## src/rtl/nanov_load_serializer_if.sv

```systemverilog
// Load-path bus: parallel memory read word in, serial register-file write out.
interface nanov_load_serializer_if #(
  parameter int XLEN  = 32,
  parameter int CNT_W = 5
);
  logic             load_valid;
  logic             load_ready;
  logic [XLEN-1:0]  load_data;
  logic [2:0]       load_funct3;
  logic [1:0]       load_addr_lo;
  logic             rd_bit;
  logic             rd_wr_en;
  logic [CNT_W-1:0] rd_bit_index;
  logic             done;
  logic             err;

  // Requester side: issues loads, consumes the serial result.
  modport master (
    output load_valid, load_data, load_funct3, load_addr_lo,
    input  load_ready, rd_bit, rd_wr_en, rd_bit_index, done, err
  );

  // Serializer side.
  modport slave (
    input  load_valid, load_data, load_funct3, load_addr_lo,
    output load_ready, rd_bit, rd_wr_en, rd_bit_index, done, err
  );
endinterface

```

## src/rtl/nanov_load_serializer.sv

```systemverilog
// Load serializer: aligns and extends one memory read word, then streams it
// LSB-first into the bit-serial register-file write port, one bit per clock.
module nanov_load_serializer #(
  parameter int XLEN  = 32,
  parameter int CNT_W = 5
) (
  input  logic                   clk,
  input  logic                   rstn,
  nanov_load_serializer_if.slave bus
);

  typedef enum logic [1:0] {
    S_IDLE  = 2'd0,
    S_SHIFT = 2'd1,
    S_DONE  = 2'd2,
    S_ERR   = 2'd3
  } state_t;

  state_t           state, state_nxt;
  logic [XLEN-1:0]  sr;
  logic [CNT_W-1:0] idx;
  logic [XLEN-1:0]  shifted;
  logic [XLEN-1:0]  ext;
  logic             legal;
  logic             accept;
  logic             last_bit;

  assign accept   = bus.load_valid && (state == S_IDLE);
  assign last_bit = (idx == CNT_W'(XLEN - 1));
  assign shifted  = bus.load_data >> {bus.load_addr_lo, 3'b000};

  // Decode funct3 into the extended value and check alignment legality.
  always_comb begin
    ext   = '0;
    legal = 1'b0;
    case (bus.load_funct3)
      3'b000: begin ext = {{(XLEN-8){shifted[7]}}, shifted[7:0]};    legal = 1'b1; end
      3'b100: begin ext = {{(XLEN-8){1'b0}}, shifted[7:0]};          legal = 1'b1; end
      3'b001: begin ext = {{(XLEN-16){shifted[15]}}, shifted[15:0]}; legal = ~bus.load_addr_lo[0]; end
      3'b101: begin ext = {{(XLEN-16){1'b0}}, shifted[15:0]};        legal = ~bus.load_addr_lo[0]; end
      3'b010: begin ext = shifted;                                   legal = (bus.load_addr_lo == 2'b00); end
      default: begin ext = '0;                                       legal = 1'b0; end
    endcase
  end

  // State register.
  always_ff @(posedge clk or negedge rstn) begin
    if (!rstn) state <= S_IDLE;
    else       state <= state_nxt;
  end

  // Next-state logic.
  always_comb begin
    state_nxt = state;
    case (state)
      S_IDLE:  if (accept) state_nxt = legal ? S_SHIFT : S_ERR;
      S_SHIFT: if (last_bit) state_nxt = S_DONE;
      S_DONE:  state_nxt = S_IDLE;
      S_ERR:   state_nxt = S_IDLE;
      default: state_nxt = S_IDLE;
    endcase
  end

  // Result shift register and bit index: load on legal accept, shift right
  // while streaming so the outgoing bit is always sr[0].
  always_ff @(posedge clk or negedge rstn) begin
    if (!rstn) begin
      sr  <= '0;
      idx <= '0;
    end else if (accept && legal) begin
      sr  <= ext;
      idx <= '0;
    end else if (state == S_SHIFT) begin
      sr  <= sr >> 1;
      idx <= last_bit ? '0 : idx + 1'b1;
    end
  end

  // Outputs are pure functions of state so reset forces them immediately.
  assign bus.load_ready   = (state == S_IDLE);
  assign bus.rd_wr_en     = (state == S_SHIFT);
  assign bus.rd_bit       = (state == S_SHIFT) & sr[0];
  assign bus.rd_bit_index = (state == S_SHIFT) ? idx : '0;
  assign bus.done         = (state == S_DONE) || (state == S_ERR);
  assign bus.err          = (state == S_ERR);

endmodule

```

## src/flat_wrapper.sv

```systemverilog
// flat-port wrapper written by rule: the top's interface ports become plain ports
module nanov_load_serializer_flat 
#(
  parameter int XLEN  = 32,
  parameter int CNT_W = 5
)
  (clk, rstn, bus_load_valid, bus_load_data, bus_load_funct3, bus_load_addr_lo, bus_load_ready, bus_rd_bit, bus_rd_wr_en, bus_rd_bit_index, bus_done, bus_err);
  nanov_load_serializer_if #(.XLEN(XLEN), .CNT_W(CNT_W)) bus_i ();
  input  logic clk;
  input  logic rstn;
  input wire logic [$bits(bus_i.load_valid)-1:0] bus_load_valid;
  input wire logic [$bits(bus_i.load_data)-1:0] bus_load_data;
  input wire logic [$bits(bus_i.load_funct3)-1:0] bus_load_funct3;
  input wire logic [$bits(bus_i.load_addr_lo)-1:0] bus_load_addr_lo;
  output wire logic [$bits(bus_i.load_ready)-1:0] bus_load_ready;
  output wire logic [$bits(bus_i.rd_bit)-1:0] bus_rd_bit;
  output wire logic [$bits(bus_i.rd_wr_en)-1:0] bus_rd_wr_en;
  output wire logic [$bits(bus_i.rd_bit_index)-1:0] bus_rd_bit_index;
  output wire logic [$bits(bus_i.done)-1:0] bus_done;
  output wire logic [$bits(bus_i.err)-1:0] bus_err;
  assign bus_i.load_valid = bus_load_valid;
  assign bus_i.load_data = bus_load_data;
  assign bus_i.load_funct3 = bus_load_funct3;
  assign bus_i.load_addr_lo = bus_load_addr_lo;
  assign bus_load_ready = bus_i.load_ready;
  assign bus_rd_bit = bus_i.rd_bit;
  assign bus_rd_wr_en = bus_i.rd_wr_en;
  assign bus_rd_bit_index = bus_i.rd_bit_index;
  assign bus_done = bus_i.done;
  assign bus_err = bus_i.err;
  nanov_load_serializer #(.XLEN(XLEN), .CNT_W(CNT_W)) u_core (.clk(clk), .rstn(rstn), .bus(bus_i));
endmodule
```

## config.mk

```make
export PLATFORM = sky130hd
export DESIGN_NAME = nanov_load_serializer_flat
export DESIGN_NICKNAME = d
export VERILOG_FILES = /design/src/rtl/nanov_load_serializer_if.sv /design/src/rtl/nanov_load_serializer.sv /design/src/flat_wrapper.sv
export SDC_FILE = /design/constraint.sdc
export NUM_CORES = 1
export LEC_CHECK = 0
export ABC_AREA = 0
export CORE_AREA = 2 2 69 71
export DETAILED_ROUTE_END_ITERATION = 6
export DIE_AREA = 0 0 71 73
export DONT_BUFFER_PORTS = 1
export PLACE_DENSITY_LB_ADDON = 0.2
export SKIP_LAST_GASP = 1
export SYNTH_ARGS = -nofsm -noshare
export SYNTH_HDL_FRONTEND = slang
export SYNTH_SLANG_ARGS = --single-unit
```

## constraint.sdc

```tcl
create_clock -name clk -period 1.8 [get_ports clk]
set_input_delay 0.36 -clock clk [delete_from_list [all_inputs] [get_ports clk]]
set_output_delay 0.36 -clock clk [all_outputs]
set_load 0.01 [all_outputs]
```

==> impl_metrics.prom <==
# TYPE chip_impl_metric gauge
chip_impl_info{name="run_status",value="finished, final reports clean"} 1
chip_impl_info{name="synth_flop_cell",value="dfrtp_1"} 1
chip_impl_metric{name="power.ir.vdd_worst",unit="mV"} 0.721
chip_impl_metric{name="vias_per_cell",unit=""} 6.48
chip_impl_metric{name="async_reset_ff_frac",unit=""} 1.00
chip_impl_metric{name="max-cap-violations",unit=""} 0
chip_impl_metric{name="io_buffers",unit=""} 0
chip_impl_metric{name="postCtsSetupBuffers",unit=""} 0
chip_impl_info{name="clockRootBuffer",value="clkbuf_8"} 1
chip_impl_metric{name="gr-usage-met1",unit=""} 0.406
chip_impl_metric{name="timing.critical_path.fanout_max",unit=""} 9
chip_impl_metric{name="grtUsageMet3",unit=""} 0.0691
chip_impl_metric{name="chipHeight",unit="um"} 73
chip_impl_info{name="crit_path_start_kind",value="register"} 1
chip_impl_metric{name="timing.critical_path.arrival",unit="ps"} 1350
chip_impl_metric{name="layout.nets",unit=""} 361
chip_impl_metric{name="number_of_antenna_diodes",unit=""} 0
chip_impl_metric{name="pin_count",unit=""} 50
chip_impl_metric{name="ctsHtreeMaxLevel",unit=""} 2
chip_impl_info{name="rr_startpoint",value="u_core.idx[0]"} 1
chip_impl_info{name="critPathKind",value="reg2out"} 1
chip_impl_metric{name="maximum_clock_rate",unit="GHz"} 0.584
chip_impl_info{name="timing.rr.end",value="u_core.idx[3]"} 1
chip_impl_metric{name="leakage",unit="nW"} 1.25
chip_impl_metric{name="finalCriticalPeriod",unit="ps"} 1710
chip_impl_metric{name="dp.final_hpwl",unit="mm"} 4.67
chip_impl_metric{name="setup_viol",unit=""} 0
chip_impl_metric{name="hold_viol_final",unit=""} 0
chip_impl_info{name="gr-max-usage-layer",value="met2"} 1
chip_impl_metric{name="stdcell_area",unit="um^2"} 2970
chip_impl_metric{name="mappedNetlistNets",unit=""} 366
chip_impl_metric{name="syn-instance-count",unit=""} 324
chip_impl_metric{name="synth_edf_count",unit=""} 0
chip_impl_metric{name="dr_pass1_iterations",unit=""} 4
chip_impl_metric{name="required",unit="ps"} 1440
chip_impl_metric{name="clk_pin_slew",unit="ps"} 80
chip_impl_info{name="min_path_type",value="in2reg"} 1
chip_impl_metric{name="number_of_standard_cell_rows_in_the_floorplan",unit=""} 25
chip_impl_metric{name="floorplan.die_area",unit="um^2"} 5180
chip_impl_metric{name="finClkSkew",unit="ps"} 6.44
chip_impl_metric{name="ant_nets",unit=""} 0
chip_impl_metric{name="route.final.wire_length",unit="mm"} 6.88
chip_impl_metric{name="grt_first_pass_wirelength",unit="mm"} 11.5
chip_impl_info{name="layout_common_cells",value="68 x nand2_1, 38 x dfrtp_1, 17 x mux2i_1"} 1
chip_impl_metric{name="utilization",unit=""} 0.655
chip_impl_metric{name="clk_path_buf_depth",unit=""} 2
chip_impl_metric{name="max_slew_margin",unit=""} 0.513
chip_impl_metric{name="drt-initial-drc-count",unit=""} 153
chip_impl_metric{name="groute.usage.overall",unit=""} 0.288
chip_impl_metric{name="initial_antenna_violation_count",unit=""} 0
chip_impl_metric{name="power_density",unit="nW/um^2"} 1410
chip_impl_metric{name="yosysSeqAreaShare",unit=""} 0.358
chip_impl_info{name="critical_path.endpoint",value="bus_rd_bit_index[1]"} 1
chip_impl_info{name="cp-startpoint",value="u_core.state[1]"} 1
chip_impl_metric{name="rrSetupSlack",unit="ps"} 100
chip_impl_metric{name="route.detailed.wl_per_inst",unit="um"} 18.4
chip_impl_metric{name="numCtsBuffers",unit=""} 5
chip_impl_metric{name="tightest_slew",unit="ps"} 731
chip_impl_metric{name="floorplan.initialDensity",unit=""} 0.601
chip_impl_metric{name="layout-drive-gt1-share",unit=""} 0.128
chip_impl_metric{name="clk-insertion-delay-late",unit="ps"} 300
chip_impl_metric{name="placeableCoreArea",unit="um^2"} 4540
chip_impl_info{name="tritoncts",value="built"} 1
chip_impl_metric{name="use_met2",unit=""} 0.435
chip_impl_info{name="cp-end-kind",value="output pin"} 1
chip_impl_metric{name="rr_worst_depth",unit=""} 6
chip_impl_info{name="final_common_cell",value="nand2_1"} 1
chip_impl_metric{name="post-route-drc-count",unit=""} 0
chip_impl_metric{name="grt_max_degree",unit=""} 45
chip_impl_metric{name="ys_seq_elements",unit=""} 39
chip_impl_metric{name="postPlaceCellArea",unit="um^2"} 2780
chip_impl_metric{name="final_min_period_over_clock_period",unit=""} 0.951
chip_impl_metric{name="dr_total_vias",unit=""} 2425
chip_impl_metric{name="gpl.final_weighted_congestion",unit=""} 0.836
chip_impl_metric{name="clkSinkCount",unit=""} 39
chip_impl_metric{name="final-max-slew-violation-count",unit=""} 0
chip_impl_metric{name="yosys_warnings",unit=""} 0
chip_impl_metric{name="die_outline_width",unit="um"} 71
chip_impl_metric{name="overflow",unit=""} 0
chip_impl_metric{name="flow.area_growth_from_synthesis",unit="%"} 9.09
chip_impl_metric{name="netlist_area",unit="um^2"} 2730
chip_impl_metric{name="postSynthAreaPerCell",unit="um^2"} 8.41
chip_impl_metric{name="first_global_vias",unit=""} 2304
chip_impl_metric{name="synth.distinct_cells",unit=""} 47
chip_impl_info{name="unrepaired_setup_endpoints_after_global_routing",value="true"} 1
==> area by class of cell <==
class / count / area, um^2
Clock buffer: 5 / 68.8
Tap cell: 54 / 67.6
Inverter: 1 / 6.26
Clock inverter: 3 / 43.8
Sequential cell: 39 / 977
Multi-Input combinational cell: 254 / 1610
Fill cell: 397 / 1560
Timing Repair Buffer: 18 / 200
==> Yosys cell counts (2+ instances only) <==
master,instances,area share
buf_4,4,0.011
nor4b_1,2,0.0064
nand3_1,11,0.020
buf_1,3,0.0041
nor2b_1,8,0.018
and2_1,7,0.016
a211o_1,7,0.022
and3_1,9,0.021
or2_2,3,0.0069
o2bb2ai_1,15,0.048
buf_2,9,0.017
o21ai_0,9,0.017
a31oi_1,9,0.021
nand2b_1,2,0.0046
nor3_1,13,0.024
mux2i_1,17,0.062
nor3b_1,14,0.039
a2111oi_0,6,0.019
nand2_1,68,0.094
nor2_1,13,0.018
clkbuf_1,12,0.017
ha_1,2,0.0092
a211oi_1,7,0.019
a21oi_1,13,0.024
dfrtp_1,39,0.36
==> per-stage QoR <==
step / total power (W) / std cells / hold slack, ps / TNS, ps / worst slack [ps]
3_3_place_gp: 0.00320 / 363 / 65.6 / 0 / 56.6
5_1_grt: 0.00448 / 374 / 172 / -8.18 / -8.18
4_1_cts: 0.00416 / 374 / 171 / 0 / 32.3
3_5_place_dp: 0.00326 / 363 / 65.6 / 0 / 30.1
6_report: 0.00418 / 374 / 171 / 0 / 89.1
2_1_floorplan: 0.00282 / 324 / 64.4 / 0 / 57.9
==> layer usage <==
layer  up-vias  routed length (um)
li1       1162                   -
met1      1148                3030
met2       104                3150
met3        11                 544
met4         0                 157
met5         -                   0
==> critical path, cell delays in order (launching register included) <==
cell and delay (ps):
dfrtp_2 450, nand2b_4 190, inv_4 90, buf_4 140, and2_1 180
==> sequential cells by signal, summed over array words and instances (netlist names) <==
signal / flops
u_core.idx: 5
u_core.sr: 32
u_core.state: 2
==> power by group <==
| part | switching (W) | leakage [nW] | internal, W | total, W |
|---|---|---|---|---|
| Clock | 0.000340 | 0.0581 | 0.000413 | 0.000752 |
| Combinational | 0.000991 | 0.707 | 0.000910 | 0.00190 |
| Sequential | 0.000247 | 0.480 | 0.00128 | 0.00152 |
==> logic make-up (layout without fill, tap and decap cells) <==
group                      after synthesis  count (layout)  synth area share
AOI/OAI and AO/OA                       76              76             0.204
adders and majority gates                2               2           0.00918
buffers and inverters                   31              27            0.0592
DFF                                     39              39             0.358
muxes                                   18              18            0.0707
and+or+nand+nor                        158             158             0.299
==> repair_timing <==
action,CTS,global route
endpoints found under the hold margin,39,0
endpoints found under the setup margin,6,19
gates cloned,1,0
gates resized for setup,3,4
hold buffers,2,0
==> worst min path at each step <==
| stage | start | endpoint | slack [ps] | cells after the start |
|---|---|---|---|---|
| final | bus_load_valid | u_core.state[0] | 170 | 1 |
| after global routing | bus_load_valid | u_core.state[0] | 170 | 1 |
| after CTS | bus_load_valid | u_core.state[0] | 170 | 1 |
| after detailed placement | rstn | u_core.state[1] | 70 | 0 |
| after global placement | rstn | u_core.state[1] | 70 | 0 |
| after floorplan | rstn | u_core.idx[0] | 60 | 0 |
Note: power is estimated with default switching activity, not from simulation.
==> RTL edit 1 (config.mk and constraints unchanged) <==
`CNT_W` is set to 5 in 3 places; all go to 10.
--- a/src/rtl/nanov_load_serializer_if.sv
+++ b/src/rtl/nanov_load_serializer_if.sv
@@ -1,7 +1,7 @@
 // Load-path bus: parallel memory read word in, serial register-file write out.
 interface nanov_load_serializer_if #(
   parameter int XLEN  = 32,
-  parameter int CNT_W = 5
+  parameter int CNT_W = 10
 );
   logic             load_valid;
   logic             load_ready;
--- a/src/rtl/nanov_load_serializer.sv
+++ b/src/rtl/nanov_load_serializer.sv
@@ -2,7 +2,7 @@
 // LSB-first into the bit-serial register-file write port, one bit per clock.
 module nanov_load_serializer #(
   parameter int XLEN  = 32,
-  parameter int CNT_W = 5
+  parameter int CNT_W = 10
 ) (
   input  logic                   clk,
   input  logic                   rstn,
--- a/src/flat_wrapper.sv
+++ b/src/flat_wrapper.sv
@@ -2,7 +2,7 @@
 module nanov_load_serializer_flat 
 #(
   parameter int XLEN  = 32,
-  parameter int CNT_W = 5
+  parameter int CNT_W = 10
 )
   (clk, rstn, bus_load_valid, bus_load_data, bus_load_funct3, bus_load_addr_lo, bus_load_ready, bus_rd_bit, bus_rd_wr_en, bus_rd_bit_index, bus_done, bus_err);
   nanov_load_serializer_if #(.XLEN(XLEN), .CNT_W(CNT_W)) bus_i ();
Ports: changed (resized bus_rd_bit_index); port bits go from 50 to 55. No check against the original RTL was run, so the function may have changed too.
==> RTL edit 1 against the unedited design <==
  * Critical path depth stayed put
  * Wire length shrank 4.5%
  * Sequential cell count is 5 higher
  * Area after synthesis up 2.9%
  * Clock power up 6.6%
  * Final area is 3.4% higher
  * Setup slack lost 0.081 ns
  * Total power grew 3.2%
==> RTL edit 1: results (changes against the unedited design) <==
Fill cells=368 (-7.3%); status=finished clean; Final Skew=0.00420 ns (-0.00224 ns); largest cells by area after synthesis=dfrtp_1 (39%), mux2i_1 (11%), a22oi_1 (4.5%); Placed Cells=345 (-5.0%); Critical R2R Launch=u_core.idx[7]; DP Area=2890 µm² (+3.8%); worst stage delay on the critical path=0.53 ns (+0.08 ns); RePlAce Congestion=0.957 (+14%); Avg WL per Cell=18.5 µm (+0.34%); VDD IR max=0.000848 V (+18%); global-route wire length before repair=11,300 µm (-1.9%); routed via count=2,317 (-4.5%); R2R depth=4 (-2); Yosys cell types=46 (-2.1%); Leak=1.36 nW (+8.9%); slowest cell on the critical path=or4_4; slew margin rel.=44.7% (-6.5 points); number of global-route vias before repair=2,367 (+2.7%); CP arrival=1.98 ns (+0.63 ns); crit-path max FO=5 (-4); pre-CTS setup slack=-0.0261 ns (-0.0562 ns); hold slack final=0.197 ns (+0.0259 ns); Final nets=342 (-5.3%); First-pass DRT Iterations=5 (+1); hpwl dp=4740 µm (+1.5%); r2r endpoint=u_core.idx[1]; Total Routing Usage GR=27.4% (-1.4 points); Crit path max-delay family=compound AO/OA/AOI/OAI gates; most instantiated cells after synthesis=dfrtp_1 (44), nand2_1 (33), mux2i_1 (31); Routed WL=6570 µm (-4.5%)
## RTL edit 1: cell types whose count changed in the layout (fill, tap and decap cells not counted), moves of 7 or more
cell       change
a31oi_1        -8
nor2_1        +13
a22oi_1       +16
o2bb2ai_1      -7
buf_4          +9
o21ai_0        -7
and3_1         -9
nor3b_1       -14
nand2_1       -35
a221o_1        +8
nor3_1        -10
and2_1         +7
a32oi_1        +7
mux2i_1       +14
## RTL edit 1: area by class of cell
cell class | instances | area (µm²) | share of cell area [%]
multi-input combinational | 223 | 1560 | 50.9
sequential | 44 | 1100 | 35.9
timing repair buffer | 24 | 203 | 6.60
clock buffer | 6 | 82.6 | 2.69
tap | 54 | 67.6 | 2.20
clock inverter | 2 | 38.8 | 1.26
inverter | 3 | 16.3 | 0.529
## RTL edit 1: cell families (layout without fill, tap and decap cells)
logic type / after synthesis / count (layout) / synth area share (%)
adders and majority gates: 1 / 1 / 0.446
and+or+nand+nor: 108 / 108 / 20.0
AOI/OAI and AO/OA: 81 / 81 / 22.7
xor gates and xnor gates: 1 / 1 / 0.312
buffers and inverters: 30 / 35 / 5.80
muxes: 32 / 32 / 11.5
DFF: 44 / 44 / 39.3
## RTL edit 1: routing by layer
metal	routed length (µm)	vias to the layer above	share of wire, %	GRT usage (%)
met5	0	-	0	0
met4	68	0	1.0	6.71
met3	326	6	5.0	5.39
met2	3320	63	51	48.7
met1	2850	1134	43	34.5
li1	-	1114	-	-
## RTL edit 1: worst max path at each step
stage / from / end / slack (ns) / cells past startpoint
global placement: bus_load_addr_lo[0] / u_core.sr[20] / 0.02 / 4
CTS: u_core.idx[6] / u_core.idx[7] / 0.03 / 5
detailed placement: bus_load_addr_lo[0] / u_core.sr[23] / -0.03 / 4
finish: u_core.idx[7] / u_core.idx[1] / 0.008 / 4
global route: u_core.idx[7] / u_core.idx[1] / -0.04 / 4
floorplan: u_core.idx[7] / u_core.idx[3] / 0.02 / 5
## RTL edit 1: power by group
group          switching, mW  leakage (nW)  internal, mW
clock network          0.348        0.0614         0.454
logic                  0.923         0.746         0.897
registers              0.273         0.550          1.42
## RTL edit 1: timing repair
action                                  in CTS  in global routing
resized for setup                            2                  6
endpoints found under the hold margin       44                  0
hold buffers                                 2                  0
setup buffers                                0                  1
endpoints found under the setup margin      10                  5
pin swaps                                    0                  1
==> RTL edit 2 (same flow settings) <==
Without the edit above. Re-encode `state_t` (4 states) as one-hot, 4 bits wide.
--- a/src/rtl/nanov_load_serializer.sv
+++ b/src/rtl/nanov_load_serializer.sv
@@ -9,11 +9,11 @@
   nanov_load_serializer_if.slave bus
 );
 
-  typedef enum logic [1:0] {
-    S_IDLE  = 2'd0,
-    S_SHIFT = 2'd1,
-    S_DONE  = 2'd2,
-    S_ERR   = 2'd3
+  typedef enum logic [3:0] {
+    S_IDLE  = 4'b0001,
+    S_SHIFT = 4'b0010,
+    S_DONE  = 4'b0100,
+    S_ERR   = 4'b1000
   } state_t;
 
   state_t           state, state_nxt;
Check against the original RTL: same outputs for any inputs over 10 cycles, from zero or initial values and one cycle with rstn low; not proved beyond that.
==> RTL edit 2 against the unedited design <==
  * The run now ends with setup timing left
  * Area after synthesis fell by 5.1%
  * Fmax fell by 9.2%
  * First-iteration DRC count rose by 1.3%
  * Die area did not move
  * Total power fell by 18%
  * Sequential cell count rose by 2
  * Final area rose by 2.8%
  * Wire length fell by 3.9%
  * Setup slack got worse by 0.17 ns
  * Clock skew fell by 0.00061 ns
  * Largest cell class unchanged
==> RTL edit 2: results (changes against the unedited design) <==
CP arrival=1.52 ns (+0.17 ns); Synth Instances=280 (-14%); Top Registers=u_core.sr x32, u_core.idx x5, u_core.state x4; final std cells w/o fill=349 (-6.7%); multi-input gate count=215 (-15%); GRT met2 Usage=41.0% (-2.5 points); DP Area=2720 µm² (-2.3%); Net Count, Synth=322 (-12%); XOR/XNOR Fraction of Synth Area=0.338% (+0.34 points); largest cells by area after synthesis=dfrtp_1 (39%), nand2_1 (6.4%), mux2i_1 (6.2%); multi-input logic portion of the cell area=49.7% (-4.4 points); Clk power=0.739 mW (-2%); Yosys reg bits=41 (+5.1%); worst stage delay on the critical path=0.60 ns (+0.15 ns); DRT iter0 DRCs=155 (+1.3%); status=complete, but fails checks; grt met1 use=36.5% (-4.1 points); layout cell share with drive strength beyond 1=25.8% (+13 points); Leak=1.27 nW (+2.2%); Pint=2.32 mW (-11%); met3 track utilization from global routing=4.83% (-2.1 points); most instantiated cells after synthesis=nand2_1 (44), dfrtp_1 (40), nor2_1 (34); Seq/total area=33.6% (+0.78 points); pre-CTS setup slack=-0.0192 ns (-0.0493 ns); Post-Synth Adder-Cell Area=0.967% (+0.049 points); Setup WS post-layout=-0.0850 ns (-0.174 ns); design area=3060 µm² (+2.8%); Total Routing Usage GR=26.0% (-2.8 points); Placed Cells=329 (-9.4%); Final Skew=0.00583 ns (-0.000613 ns); multiplexer share of the synthesized area=10.1% (+3.0 points); complex-gate fraction of the synthesized area=18.5% (-1.9 points); setup_tns=-0.563 ns (-0.563 ns); Final nets=336 (-6.9%); routed via count=2,177 (-10%); NonClk Buf Share=9.99% (+3.3 points); Avg WL per Cell=19.0 µm (+3.0%); largest net degree at the start of global routing=42 (-6.7%); wl on met1=2980 µm (-1.7%); VDD IR max=0.000797 V (+11%); final setup fails=8 (+8); slowest cell on the critical path=or4b_4; sequential fraction of the synthesis area=39.7% (+3.9 points); Worst-Margin Slew=0.555 ns (-0.176 ns); routed length on met3=427 µm (-22%); Crit path max-delay family=simple AND/OR/NAND/NOR gates; violated checks=setup timing; clkbuf count=6 (+1); Clock buf/inv share=3.52% (-0.27 points); Yosys cell types=41 (-13%)
[RTL edit 2: cell count changes in the layout (fill, tap and decap cells not counted), moves of 7 or more]
| cell | change |
|---|---|
| and3_1 | -8 |
| o2bb2ai_1 | -14 |
| a211oi_2 | +9 |
| a31oi_1 | -8 |
| nor3b_1 | -13 |
| nand2_1 | -24 |
| mux2_2 | +9 |
| nor2_1 | +19 |
| a211o_1 | -7 |
| nand3_1 | -7 |
[RTL edit 2: path summary, 6_finish.rpt]
path,from,end,depth (start not counted)
min,bus_load_valid,u_core.state[0],1
max,u_core.state[3],bus_rd_bit,3
max reg2reg,u_core.state[3],u_core.sr[16],7
min in group asynchronous,rstn,u_core.idx[2],2
min reg2reg,u_core.sr[1],u_core.sr[1],1
max in group asynchronous,rstn,u_core.state[0],2
[RTL edit 2: timing repair]
action	CTS	global route
endpoints found under the setup margin	9	42
gates resized for setup	7	16
pin swaps	3	7
hold buffers	2	0
gates cloned	1	1
setup buffers	5	3
hold endpoints to repair	41	0
